`src/rtl/mips_pipe_pkg.sv`:
```
// mips_pipe_pkg: control-bundle layout and shared constants for the 5-stage MIPS pipeline.
package mips_pipe_pkg;
    localparam int CTRL_W        = 9;
    localparam int CTRL_REGWRITE = 8;
    localparam int CTRL_MEMREAD  = 7;
    localparam int CTRL_MEMWRITE = 6;
    localparam int CTRL_MEMTOREG = 5;
    localparam int CTRL_ALUSRC   = 4;
    localparam int CTRL_REGDST   = 3;
    localparam int CTRL_BRANCH   = 2;
    localparam int CTRL_ALUOP    = 0;
    localparam logic [CTRL_W-1:0] CTRL_NOP = '0;
    localparam logic [4:0] REG_ZERO = 5'd0;
endpackage

```
`src/rtl/load_use_detect.sv`:
```
// load_use_detect: flags an ID instruction that reads the register a load in EX has not yet produced.
module load_use_detect
    import mips_pipe_pkg::*;
(
    input  logic       id_ex_memRead,
    input  logic [4:0] id_ex_rt,
    input  logic [4:0] if_id_rs,
    input  logic [4:0] if_id_rt,
    input  logic       uses_rs,
    input  logic       uses_rt,
    output logic       lu_hazard
);
    assign lu_hazard = id_ex_memRead && (id_ex_rt != REG_ZERO) &&
                       ((uses_rs && id_ex_rt == if_id_rs) || (uses_rt && id_ex_rt == if_id_rt));
endmodule

```
`src/rtl/id_ex_stage.sv`:
```
// id_ex_stage: ID/EX pipeline register with load-use bubble insertion, branch flush and memory freeze.
module id_ex_stage
    import mips_pipe_pkg::*;
#(
    parameter int DW    = 32,
    parameter int CNT_W = 16
) (
    input  logic              clk,
    input  logic              rst,
    input  logic [4:0]        if_id_rs,
    input  logic [4:0]        if_id_rt,
    input  logic [4:0]        if_id_rd,
    input  logic              uses_rs,
    input  logic              uses_rt,
    input  logic [CTRL_W-1:0] ctrl_in,
    input  logic [DW-1:0]     rs_data,
    input  logic [DW-1:0]     rt_data,
    input  logic [DW-1:0]     imm_ext,
    input  logic [DW-1:0]     pc_plus4,
    input  logic              flush,
    input  logic              mem_busy,
    output logic [4:0]        id_ex_rs,
    output logic [4:0]        id_ex_rt,
    output logic [4:0]        id_ex_rd,
    output logic [CTRL_W-1:0] id_ex_ctrl,
    output logic [DW-1:0]     id_ex_rs_data,
    output logic [DW-1:0]     id_ex_rt_data,
    output logic [DW-1:0]     id_ex_imm,
    output logic [DW-1:0]     id_ex_pc4,
    output logic              pc_write,
    output logic              if_id_write,
    output logic [CNT_W-1:0]  stall_count
);
    logic lu_hazard;
    logic bubble;
    logic stall_inc;

    load_use_detect u_lud (
        .id_ex_memRead(id_ex_ctrl[CTRL_MEMREAD]),
        .id_ex_rt     (id_ex_rt),
        .if_id_rs     (if_id_rs),
        .if_id_rt     (if_id_rt),
        .uses_rs      (uses_rs),
        .uses_rt      (uses_rt),
        .lu_hazard    (lu_hazard)
    );

    // A flush kills the dependent instruction, so it overrides the stall.
    assign bubble      = flush | lu_hazard;
    assign stall_inc   = lu_hazard & ~flush & ~&stall_count;
    assign pc_write    = ~(mem_busy | (lu_hazard & ~flush));
    assign if_id_write = pc_write;

    always_ff @(posedge clk or posedge rst) begin
        if (rst) begin
            id_ex_rs      <= REG_ZERO;
            id_ex_rt      <= REG_ZERO;
            id_ex_rd      <= REG_ZERO;
            id_ex_ctrl    <= CTRL_NOP;
            id_ex_rs_data <= '0;
            id_ex_rt_data <= '0;
            id_ex_imm     <= '0;
            id_ex_pc4     <= '0;
            stall_count   <= '0;
        end else if (!mem_busy) begin
            id_ex_rs      <= bubble ? REG_ZERO : if_id_rs;
            id_ex_rt      <= bubble ? REG_ZERO : if_id_rt;
            id_ex_rd      <= bubble ? REG_ZERO : if_id_rd;
            id_ex_ctrl    <= bubble ? CTRL_NOP : ctrl_in;
            id_ex_rs_data <= bubble ? '0 : rs_data;
            id_ex_rt_data <= bubble ? '0 : rt_data;
            id_ex_imm     <= bubble ? '0 : imm_ext;
            id_ex_pc4     <= bubble ? '0 : pc_plus4;
            stall_count   <= stall_count + CNT_W'(stall_inc);
        end
    end
endmodule

```
`config.mk`:
```
export PLATFORM = sky130hd
export DESIGN_NAME = id_ex_stage
export DESIGN_NICKNAME = d
export VERILOG_FILES = /design/src/rtl/mips_pipe_pkg.sv /design/src/rtl/load_use_detect.sv /design/src/rtl/id_ex_stage.sv
export SDC_FILE = /design/constraint.sdc
export NUM_CORES = 1
export LEC_CHECK = 0
export BUFFER_PORTS_ARGS = -buffer_cell sky130_fd_sc_hd__buf_4
export CAP_MARGIN = 25
export CELL_PAD_IN_SITES_DETAIL_PLACEMENT = 0
export CELL_PAD_IN_SITES_GLOBAL_PLACEMENT = 1
export CORE_ASPECT_RATIO = 0.9
export CORE_MARGIN = 3
export CORE_UTILIZATION = 35
export CTS_BUF_LIST = sky130_fd_sc_hd__clkbuf_4 sky130_fd_sc_hd__clkbuf_8
export DETAILED_ROUTE_END_ITERATION = 10
export PLACE_DENSITY_LB_ADDON = 0.25
export SLEW_MARGIN = 20
export SYNTH_ARGS = -nofsm -noshare
export SYNTH_HDL_FRONTEND = slang
export SYNTH_SLANG_ARGS = --single-unit
```
`constraint.sdc`:
```
create_clock -name clk -period 6.6 [get_ports clk]
set_input_delay 0 -clock clk [delete_from_list [all_inputs] [get_ports clk]]
set_output_delay 0 -clock clk [all_outputs]
set_load 0.02 [all_outputs]
```
==> metrics.yaml, run 1 <==
run_status:
  status: "completed"
power_and_ir_drop:
  ir_drop_mv: 0.136
  switchingPower_mw: 0.969
  finalPower_mw: 2.94
  pwr-share-seq_pct: 42.4
  p_leak_nw: 5.41
  p_clk_share_pct: 28.2
  p_comb_share_pct: 29.4
  p_int_mw: 1.97
  powerDensity_mw_per_mm2: 239
  swShare_pct: 33.0
drt:
  wire_per_inst_um: 17.8
  drt_iter0_markers: 648
  num_vias: 8001
  drc_errors: 0
  ant_nets: 0
  post_drt_via_cell_ratio: 5.33
  wl_mm: 26.6
  first_pass_iters: 5
global_route:
  met1_usage_pct: 29.1
  grtUsageMet2_pct: 34.8
  first_global_vias: 7960
  grt_pass1_wl_mm: 42.8
  overflow: 0
  grt_util_met3_pct: 6.71
  antenna_found_initial: 0
  busiest_layer: "met2"
  grt_start_max_net_pins: 243
  grt_usage_pct: 21.8
critical_path:
  crit_arrival_ns: 3.94
  cpMaxStageDelayCell: "buf_4"
  worst-path-max-fanout: 70
  cp_slowest_stage_delay_ns: 0.77
  r2r_setup_slack_ns: 3.02
  cp.required_ns: 6.96
  startpoint_type: "register"
  crit_path_end_kind: "register"
  critPathMostFrequentCell: "buf_4"
  crit_type: "register to register"
  path_cells: "or4_1 -> o21ai_4 -> buf_4 -> buf_4 -> a32oi_1 -> o21ai_1"
final_layout:
  final_common_cell: "buf_4"
  mostFrequentLayoutCells: "334 x buf_4, 168 x dfrtp_1, 163 x nand2_1"
  antenna_cells: 0
  drive_gt1_share_pct: 30.7
  final_nets: 1363
  fillCellCount: 1835
  areaGrowthSynthToFinish_pct: 58.7
  multi_input_area_mm2: 0.00317
  ff_latch_area_mm2: 0.00420
synthesis:
  ys_ff_latch: 168
  synth_top_family_by_area: "compound AO/OA/AOI/OAI gates"
  ys_types: 28
  synth_compound_area_share_pct: 27.4
  syn-cell-area_mm2: 0.00772
  synth_warnings: 0
  yosys.area_share.simple_pct: 9.77
  netlist_instances: 779
  synthXorXnorAreaFrac_pct: 2.72
  synth_nets: 940
  seq_area_frac_synth_pct: 54.4
  synthMuxAreaShare_pct: 0.292
  synth.avg_cell_area_um2: 9.92
  synthAdderAreaFrac_pct: 0.486
floorplanning:
  die_w_um: 163
  std_cell_rows: 50
  die_y_um: 147
  die-area_mm2: 0.0239
  io_pins: 328
  core_mm2: 0.0212
  initial_core_util_pct: 36.4
timing:
  maxSlewViolCount: 0
  fin_crit_sh_pct: 54.2
  tns_ns: 0
  setup_violations: 0
  rsz0062_at_grt: "false"
  min_period_ns: 3.58
  tightest_slew_ns: 1.23
  max_freq_ghz: 0.280
  relSlewSlack_pct: 17.8
  layout_setup_ws_ns: 3.02
  hold_viol: 0
  fin_worst_skew_ns: 0.0176
  whs_ns: 0.0969
clock_network:
  clockBufferDepth: 2
  postCtsSetupBuffers: 0
  cts_tree: "done"
  cts-root-buf: "clkbuf_8"
  cts.htree.levels: 4
  numCtsBuffers: 17
  hold_buffers: 153
  clkSinkCount: 168
  cts-resized-gates: 0
  clock_latency_ns: 0.45
  clk_pin_slew_ns: 0.09
run:
  drv_cap: 0
placed_design:
  pre_cts_ws_ns: 3.04
  dp.final_hpwl_mm: 16.1
  io_buffers: 327
  gp_congestion: 0.749
min_path:
  hp-class: "input port to async pin"
-- final timing paths --
path	start	end	cells past startpoint
setup / recovery	id_ex_rt[0]	id_ex_rt_data[22]	6
hold / removal	rst	id_ex_rt_data[28]	3
setup reg to reg	id_ex_rt[0]	id_ex_rt_data[22]	6
hold reg to reg	id_ex_rs_data[9]	id_ex_rs_data[9]	2
max in group asynchronous	rst	id_ex_rt_data[5]	5
min in group clk	flush	id_ex_pc4[25]	5
-- critical path: cells and delay by family (launching register included) --
| kind | cells | cell delay [ns] |
|---|---|---|
| DFF | 1 | 0.44 |
| AOI/OAI and AO/OA | 3 | 1.01 |
| and+or+nand+nor | 1 | 0.58 |
| buffers and inverters | 2 | 1.40 |
-- cells by family after synthesis --
family | after synthesis
flip-flops | 168
buffers and inverters | 86
multiplexers | 2
adder cells (fa/ha/maj) | 3
AO/OA/AOI/OAI | 307
AND/OR/NAND/NOR | 189
XOR/XNOR | 24
-- cell usage after synthesis --
cell	instances	area [µm²]
a21oi_1	1	5.00
a32oi_1	152	1330
and3_1	1	6.26
and4_1	1	8.76
buf_1	1	3.75
buf_2	9	45.0
buf_4	10	75.1
clkbuf_1	60	225
clkbuf_2	5	25.0
dfrtp_1	168	4200
ha_1	3	37.5
inv_1	1	3.75
mux2_2	2	22.5
nand2_1	163	612
nand2b_1	1	6.26
nand3_1	5	25.0
nand4_1	6	37.5
nor2_1	6	22.5
nor3_1	3	15.0
nor3b_1	1	7.51
nor4_1	1	6.26
o21ai_0	104	521
o21ai_1	48	240
o21ai_2	1	8.76
o22ai_2	1	12.5
or4_1	1	7.51
xnor2_1	20	175
xor2_1	4	35.0
-- registers in the layout (all words and copies together), names as in the netlist --
name	count
id_ex_ctrl	9
id_ex_imm	32
id_ex_pc4	32
id_ex_rd	5
id_ex_rs	5
id_ex_rs_data	32
id_ex_rt	5
id_ex_rt_data	32
stall_count	16
-- power by group through the flow --
stage | combinational (mW) | clock (mW) | sequential [mW]
finish | 0.864 | 0.827 | 1.24
global placement | 0.783 | 0 | 1.26
detailed placement | 0.791 | 0 | 1.26
floorplan | 0.253 | 0 | 1.41
CTS | 0.867 | 0.856 | 1.24
global route | 0.932 | 0.899 | 1.26
-- final cells by class --
| class | instances | area share (%) |
|---|---|---|
| clock buffers | 19 | 2.03 |
| repair buffers | 489 | 33.3 |
| flip-flops and latches | 168 | 34.3 |
| inverters | 1 | 0.0714 |
| multi-input cells | 525 | 25.8 |
| well taps | 286 | 2.92 |
| clock inverters | 12 | 1.56 |
-- routing by layer --
metal / part of all wire [%] / wire (µm) / vias up
li1: - / - / 3787
met1: 42 / 11300 / 3891
met2: 48 / 12700 / 292
met3: 8.0 / 2130 / 31
met4: 2.0 / 537 / 0
met5: 0 / 0 / -
-- metrics by stage --
| stage | instance area, µm² | std cells | utilization [%] |
|---|---|---|---|
| 3_5_place_dp | 10300 | 1315 | 48.4 |
| 3_3_place_gp | 10300 | 1315 | 48.4 |
| 4_1_cts | 12200 | 1499 | 57.7 |
| 5_1_grt | 12300 | 1500 | 57.8 |
| 6_report | 12300 | 1500 | 57.8 |
| 2_1_floorplan | 7720 | 779 | - |
(Power assumes the default switching activity.)
==> run 2: changes to the inputs <==
Settings changed: ABC_AREA set to 1, CORE_UTILIZATION 35 to 31.
Clock period 6.6 ns to 3.2 ns, I/O delays scaled along.
==> run 2 against run 1 <==
First-iteration DRC count down 32%. Sequential power up 91%. Synthesized area up 6.0%. Setup slack worse by 2.3 ns. Die area up 19%. Sequential share of layout area down 1.4 points. Clock-buffer cell count unchanged. Clock power up 87%. Global-route usage down 3.5 points. Design area up 4.1%. Largest power group unchanged. Highest routed layer unchanged.
==> metrics.yaml, run 2 <==
critical_path:
  worst-path-max-fanout: 4
  crit_path_end_kind: "register"
  crit_type: "register to register"
  cp.required_ns: 3.54
  crit_arrival_ns: 2.78
  startpoint_type: "register"
timing:
  rsz0062_at_grt: "false"
  relSlewSlack_pct: 38.0
  tightest_slew_ns: 0.930
  min_period_ns: 2.44
  fin_crit_sh_pct: 76.3
  maxSlewViolCount: 0
  max_freq_ghz: 0.410
  whs_ns: 0.0532
  layout_setup_ws_ns: 0.760
  hold_viol: 0
  fin_worst_skew_ns: 0.0175
  tns_ns: 0
  setup_violations: 0
clock_network:
  cts-root-buf: "clkbuf_8"
  clk_pin_slew_ns: 0.10
  clkSinkCount: 168
  clock_latency_ns: 0.46
  cts-resized-gates: 0
  postCtsSetupBuffers: 0
  hold_buffers: 153
  clockBufferDepth: 2
  numCtsBuffers: 17
  cts.htree.levels: 4
  cts_tree: "done"
synthesis:
  syn-cell-area_mm2: 0.00819
  synth_nets: 1281
  netlist_instances: 1120
  yosys.area.top_type: "dfrtp_1"
  ys_types: 22
  synthArstFlopShare_pct: 100
  synth_top_area_share_pct: 51.4
  synth.avg_cell_area_um2: 7.31
  synth_warnings: 0
  seq_area_frac_synth_pct: 51.4
  synthTopCellsByCount: "360 x nand2_1, 168 x dfrtp_1, 167 x nor2_1, 166 x inv_1, 159 x nand3_1"
  ys_ff_latch: 168
  synth_ff_type: "dfrtp_1"
  synth_edf_count: 0
  synthTopCellsByArea: "dfrtp_1 51%, nand2_1 17%, nand3_1 9.7%"
  yosysMostFrequentCell: "nand2_1"
power_and_ir_drop:
  p_leak_nw: 7.48
  powerDensity_mw_per_mm2: 401
  ir_drop_mv: 0.281
global_route:
  grt_start_max_net_pins: 169
  grt_pass1_wl_mm: 42.7
  antenna_found_initial: 0
  grt_usage_pct: 18.3
  overflow: 0
  first_global_vias: 8220
final_layout:
  mostFrequentLayoutCells: "360 x nand2_1, 329 x buf_4, 168 x dfrtp_1"
  fillCellCount: 2524
  final_nets: 1719
  drive_gt1_share_pct: 23.9
  final_common_cell: "nand2_1"
  antenna_cells: 0
  areaGrowthSynthToFinish_pct: 56.0
floorplanning:
  io_pins: 328
  core_mm2: 0.0255
  die_y_um: 160
  std_cell_rows: 55
  die-area_mm2: 0.0284
  initial_core_util_pct: 32.1
  die_w_um: 177
drt:
  wl_mm: 26.2
  first_pass_iters: 4
  wire_per_inst_um: 13.7
  num_vias: 8249
  drt_iter0_markers: 438
  drc_errors: 0
  ant_nets: 0
  post_drt_via_cell_ratio: 4.31
placed_design:
  pre_cts_ws_ns: 0.765
  io_buffers: 327
  dp.final_hpwl_mm: 16.5
  gp_congestion: 0.827
run_status:
  status: "completed"
min_path:
  hp-class: "input port to register"
run:
  drv_cap: 0
==> run 2: cell count changes after synthesis, sizes merged, moves of 152 or more <==
cell   change
nand2    +198
nor2     +162
inv      +170
o21ai    -152
nand3    +154
a32oi    -152
==> run 2: report_power, final <==
part	total (mW)	internal [mW]	switching, mW
clock network	1.55	0.669	0.879
logic	1.20	0.563	0.635
registers	2.37	2.27	0.0940
==> run 2: layer usage <==
layer	routed length (µm)	share of wire [%]	global-route usage (%)	vias to the layer above
met5	0	0	0	-
met4	339	1.3	4.07	0
met3	1740	6.6	4.99	20
met2	12300	47	30.4	214
met1	11800	45	23.9	3813
li1	-	-	-	4202
==> run 2: metrics by stage <==
| stage | power, mW | area (µm²) | std cells | util (%) |
|---|---|---|---|---|
| 6_report | 5.11 | 12800 | 1913 | 50.0 |
| 5_1_grt | 5.41 | 12800 | 1913 | 50.0 |
| 4_1_cts | 5.21 | 12800 | 1913 | 50.0 |
| 3_5_place_dp | 3.46 | 10800 | 1728 | 42.5 |
| 3_3_place_gp | 3.46 | 10800 | 1728 | 42.5 |
| 2_1_floorplan | 2.94 | 8190 | 1120 | - |
==> run 2: path summary, 6_finish.rpt <==
kind                                   startpoint                end  slack [ns]  depth (start not counted)
worst min register to register  id_ex_rt_data[25]  id_ex_rt_data[25]        0.49                          2
worst min-delay path                        flush       id_ex_pc4[2]        0.05                          4
max in group asynchronous                     rst        id_ex_rs[2]        2.15                          4
worst max-delay path                  id_ex_rt[3]    stall_count[14]        0.76                         14
min in group asynchronous                     rst      id_ex_imm[19]        0.39                          4
worst max register to register        id_ex_rt[3]    stall_count[14]        0.76                         14
==> run 2: cells by family after synthesis <==
kind of cell	share of synthesized area [%]
compound gates	0.0611
xor+xnor	1.39
fa+ha+maj	0.459
buf+inv	12.0
flops	51.4
simple gates	34.7
==> run 2: area by class of cell <==
type	count	area, µm²	share of cell area (%)
Clock inverter	13	135	1.06
Inverter	171	648	5.08
Clock buffer	19	255	2.00
Timing Repair Buffer	487	4100	32.1
Sequential cell	168	4200	32.9
Tap cell	342	428	3.35
Multi-Input combinational cell	713	3000	23.5
==> run 2: critical path, cell delays in order (launching register included) <==
cell     delay (ns)
dfrtp_1        0.42
inv_1          0.12
nor2_1         0.05
nor2_1         0.12
nand3_1        0.08
nand2_1        0.12
nand3_1        0.14
nor2_1         0.13
ha_1           0.21
ha_1           0.16
nand2_1        0.05
nor3_1         0.24
nor2b_1        0.25
nand2_1        0.09
xor2_1         0.14
==> run 3: changes to the inputs <==
Settings changed: CORE_UTILIZATION 31 to 35.
Clock period 3.2 ns to 2.5 ns, I/O delays scaled along.
==> run 3 against run 2 <==
Sequential share of layout area shrank 0.12 points. Non-clock buffer count grew 5. Global-route usage grew 1.5 points. Via count grew 0.79%. Flip-flop and latch count is the same. Largest cell class unchanged. Highest routed layer unchanged.
==> metrics.yaml, run 3 (synthesized netlist as in run 2, its figures left out) <==
final_layout:
  mostFrequentLayoutCells: "359 x nand2_1, 331 x buf_4, 167 x nor2_1, 167 x dfrtp_1, 164 x inv_1"
  final_nets: 1724
  fillCellCount: 2107
  drive_gt1_share_pct: 24.5
  antenna_cells: 0
  final_common_cell: "nand2_1"
  areaGrowthSynthToFinish_pct: 56.6
floorplanning:
  std_cell_rows: 52
  core_mm2: 0.0227
  io_pins: 328
  initial_core_util_pct: 36.1
  die-area_mm2: 0.0253
  die_w_um: 167
  die_y_um: 151
drt:
  ant_nets: 0
  num_vias: 8314
  first_pass_iters: 5
  drt_iter0_markers: 534
  wl_mm: 25.9
  drc_errors: 0
  post_drt_via_cell_ratio: 4.44
  wire_per_inst_um: 13.8
timing:
  setup_violations: 0
  maxSlewViolCount: 0
  relSlewSlack_pct: 37.9
  hold_viol: 0
  tns_ns: 0
  rsz0062_at_grt: "false"
  fin_crit_sh_pct: 89.6
  tightest_slew_ns: 0.931
  min_period_ns: 2.24
  fin_worst_skew_ns: 0.0177
  max_freq_ghz: 0.446
critical_path:
  crit_path_end_kind: "register"
  crit_type: "register to register"
  cpMaxStageDelayCell: "dfrtp_1"
  startpoint_type: "register"
  path_cells: "inv_1 -> nand2_1 -> nand2_1 -> nor2_1 -> nand3_1 -> nand2_1 -> nand3_1 -> nor2_1 -> ha_2 -> nand2_1 -> nor3_4 -> nand2_2 -> nor2_4 -> nand2_1 -> xnor2_1"
  critPathMostFrequentCell: "nand2_1"
  cp.depth: 15
  crit_family: "simple AND/OR/NAND/NOR gates"
  worst-r2r-cell-count: 15
  cp.required_ns: 2.85
  worst-path-max-fanout: 5
  cp_slowest_stage_delay_ns: 0.41
  crit_arrival_ns: 2.59
  path_buf_inv: 1
min_path:
  hp-class: "input port to register"
  min_path_cells: 5
power_and_ir_drop:
  finalPower_mw: 6.57
  powerDensity_mw_per_mm2: 512
  ir_drop_mv: 0.323
  p_leak_nw: 7.53
global_route:
  overflow: 0
  grt_pass1_wl_mm: 41.2
  grt_usage_pct: 19.8
  first_global_vias: 8007
  grt_start_max_net_pins: 153
  antenna_found_initial: 0
clock_network:
  cts-root-buf: "clkbuf_8"
  clockBufferDepth: 2
  clkSinkCount: 168
  clock_latency_ns: 0.45
  postCtsSetupBuffers: 0
  clk_pin_slew_ns: 0.11
  cts.htree.levels: 4
  numCtsBuffers: 17
  cts_tree: "done"
run:
  drv_cap: 0
placed_design:
  io_buffers: 327
  dp.final_hpwl_mm: 16.3
  gp_congestion: 0.838
run_status:
  status: "completed"
run 3: timing repair:
action,in CTS,in global routing
endpoints found under the setup margin,0,6
hold buffers,154,0
hold endpoints to repair,320,0
resized for setup,0,8
run 3: final timing paths:
| kind | slack [ns] | startpoint | to |
|---|---|---|---|
| max | 0.26 | id_ex_rt[2] | stall_count[15] |
| min | 0.08 | flush | id_ex_pc4[2] |
| max reg2reg | 0.26 | id_ex_rt[2] | stall_count[15] |
| min reg2reg | 0.48 | id_ex_rt_data[2] | id_ex_rt_data[2] |
| max in group asynchronous | 0.95 | rst | id_ex_rs_data[21] |
| min in group asynchronous | 0.57 | rst | id_ex_imm[29] |
run 3: layout make-up:
type                       instances  area (µm²)  area share, %
clock inverter                    12         138           1.07
tap                              297         372           2.90
clock buffer                      20         269           2.10
inverter                         171         648           5.06
sequential                       168        4210           32.8
timing repair buffer             492        4160           32.5
multi-input combinational        713        3030           23.6
run 3: worst register-to-register path: stages (launching register included):
cell     delay, ns
dfrtp_1       0.41
inv_1         0.10
nand2_1       0.06
nand2_1       0.05
nor2_1        0.10
nand3_1       0.08
nand2_1       0.14
nand3_1       0.13
nor2_1        0.12
ha_2          0.20
nand2_1       0.10
nor3_4        0.19
nand2_2       0.12
nor2_4        0.14
nand2_1       0.08
xnor2_1       0.13
run 3: layer usage:
layer | track usage, % | share of wire (%) | vias up
li1 | - | - | 4216
met1 | 25.8 | 43 | 3809
met2 | 32.4 | 48 | 255
met3 | 5.85 | 6.7 | 34
met4 | 5.77 | 2.5 | 0
met5 | 0 | 0 | -
run 3: where the power goes:
part           switching [mW]  leakage [nW]  internal, mW  total [mW]
clock network            1.11         0.204         0.889        1.99
registers               0.120          2.19          2.91        3.03
logic                   0.818          5.13         0.727        1.54
total                    2.04          7.53          4.53        6.57
run 3: through the flow:
stage / utilization [%] / setup slack [ns] / cells / hold WS (ns) / cell area (µm²)
after floorplan: - / 0.287 / 1120 / 0.206 / 8190
after global placement: 47.8 / 0.176 / 1687 / -0.103 / 10800
after detailed placement: 47.8 / 0.105 / 1687 / -0.102 / 10800
after CTS: 56.3 / 0.106 / 1873 / 0.0741 / 12800
after global routing: 56.5 / 0.0279 / 1873 / 0.0817 / 12800
final: 56.5 / 0.260 / 1873 / 0.0817 / 12800
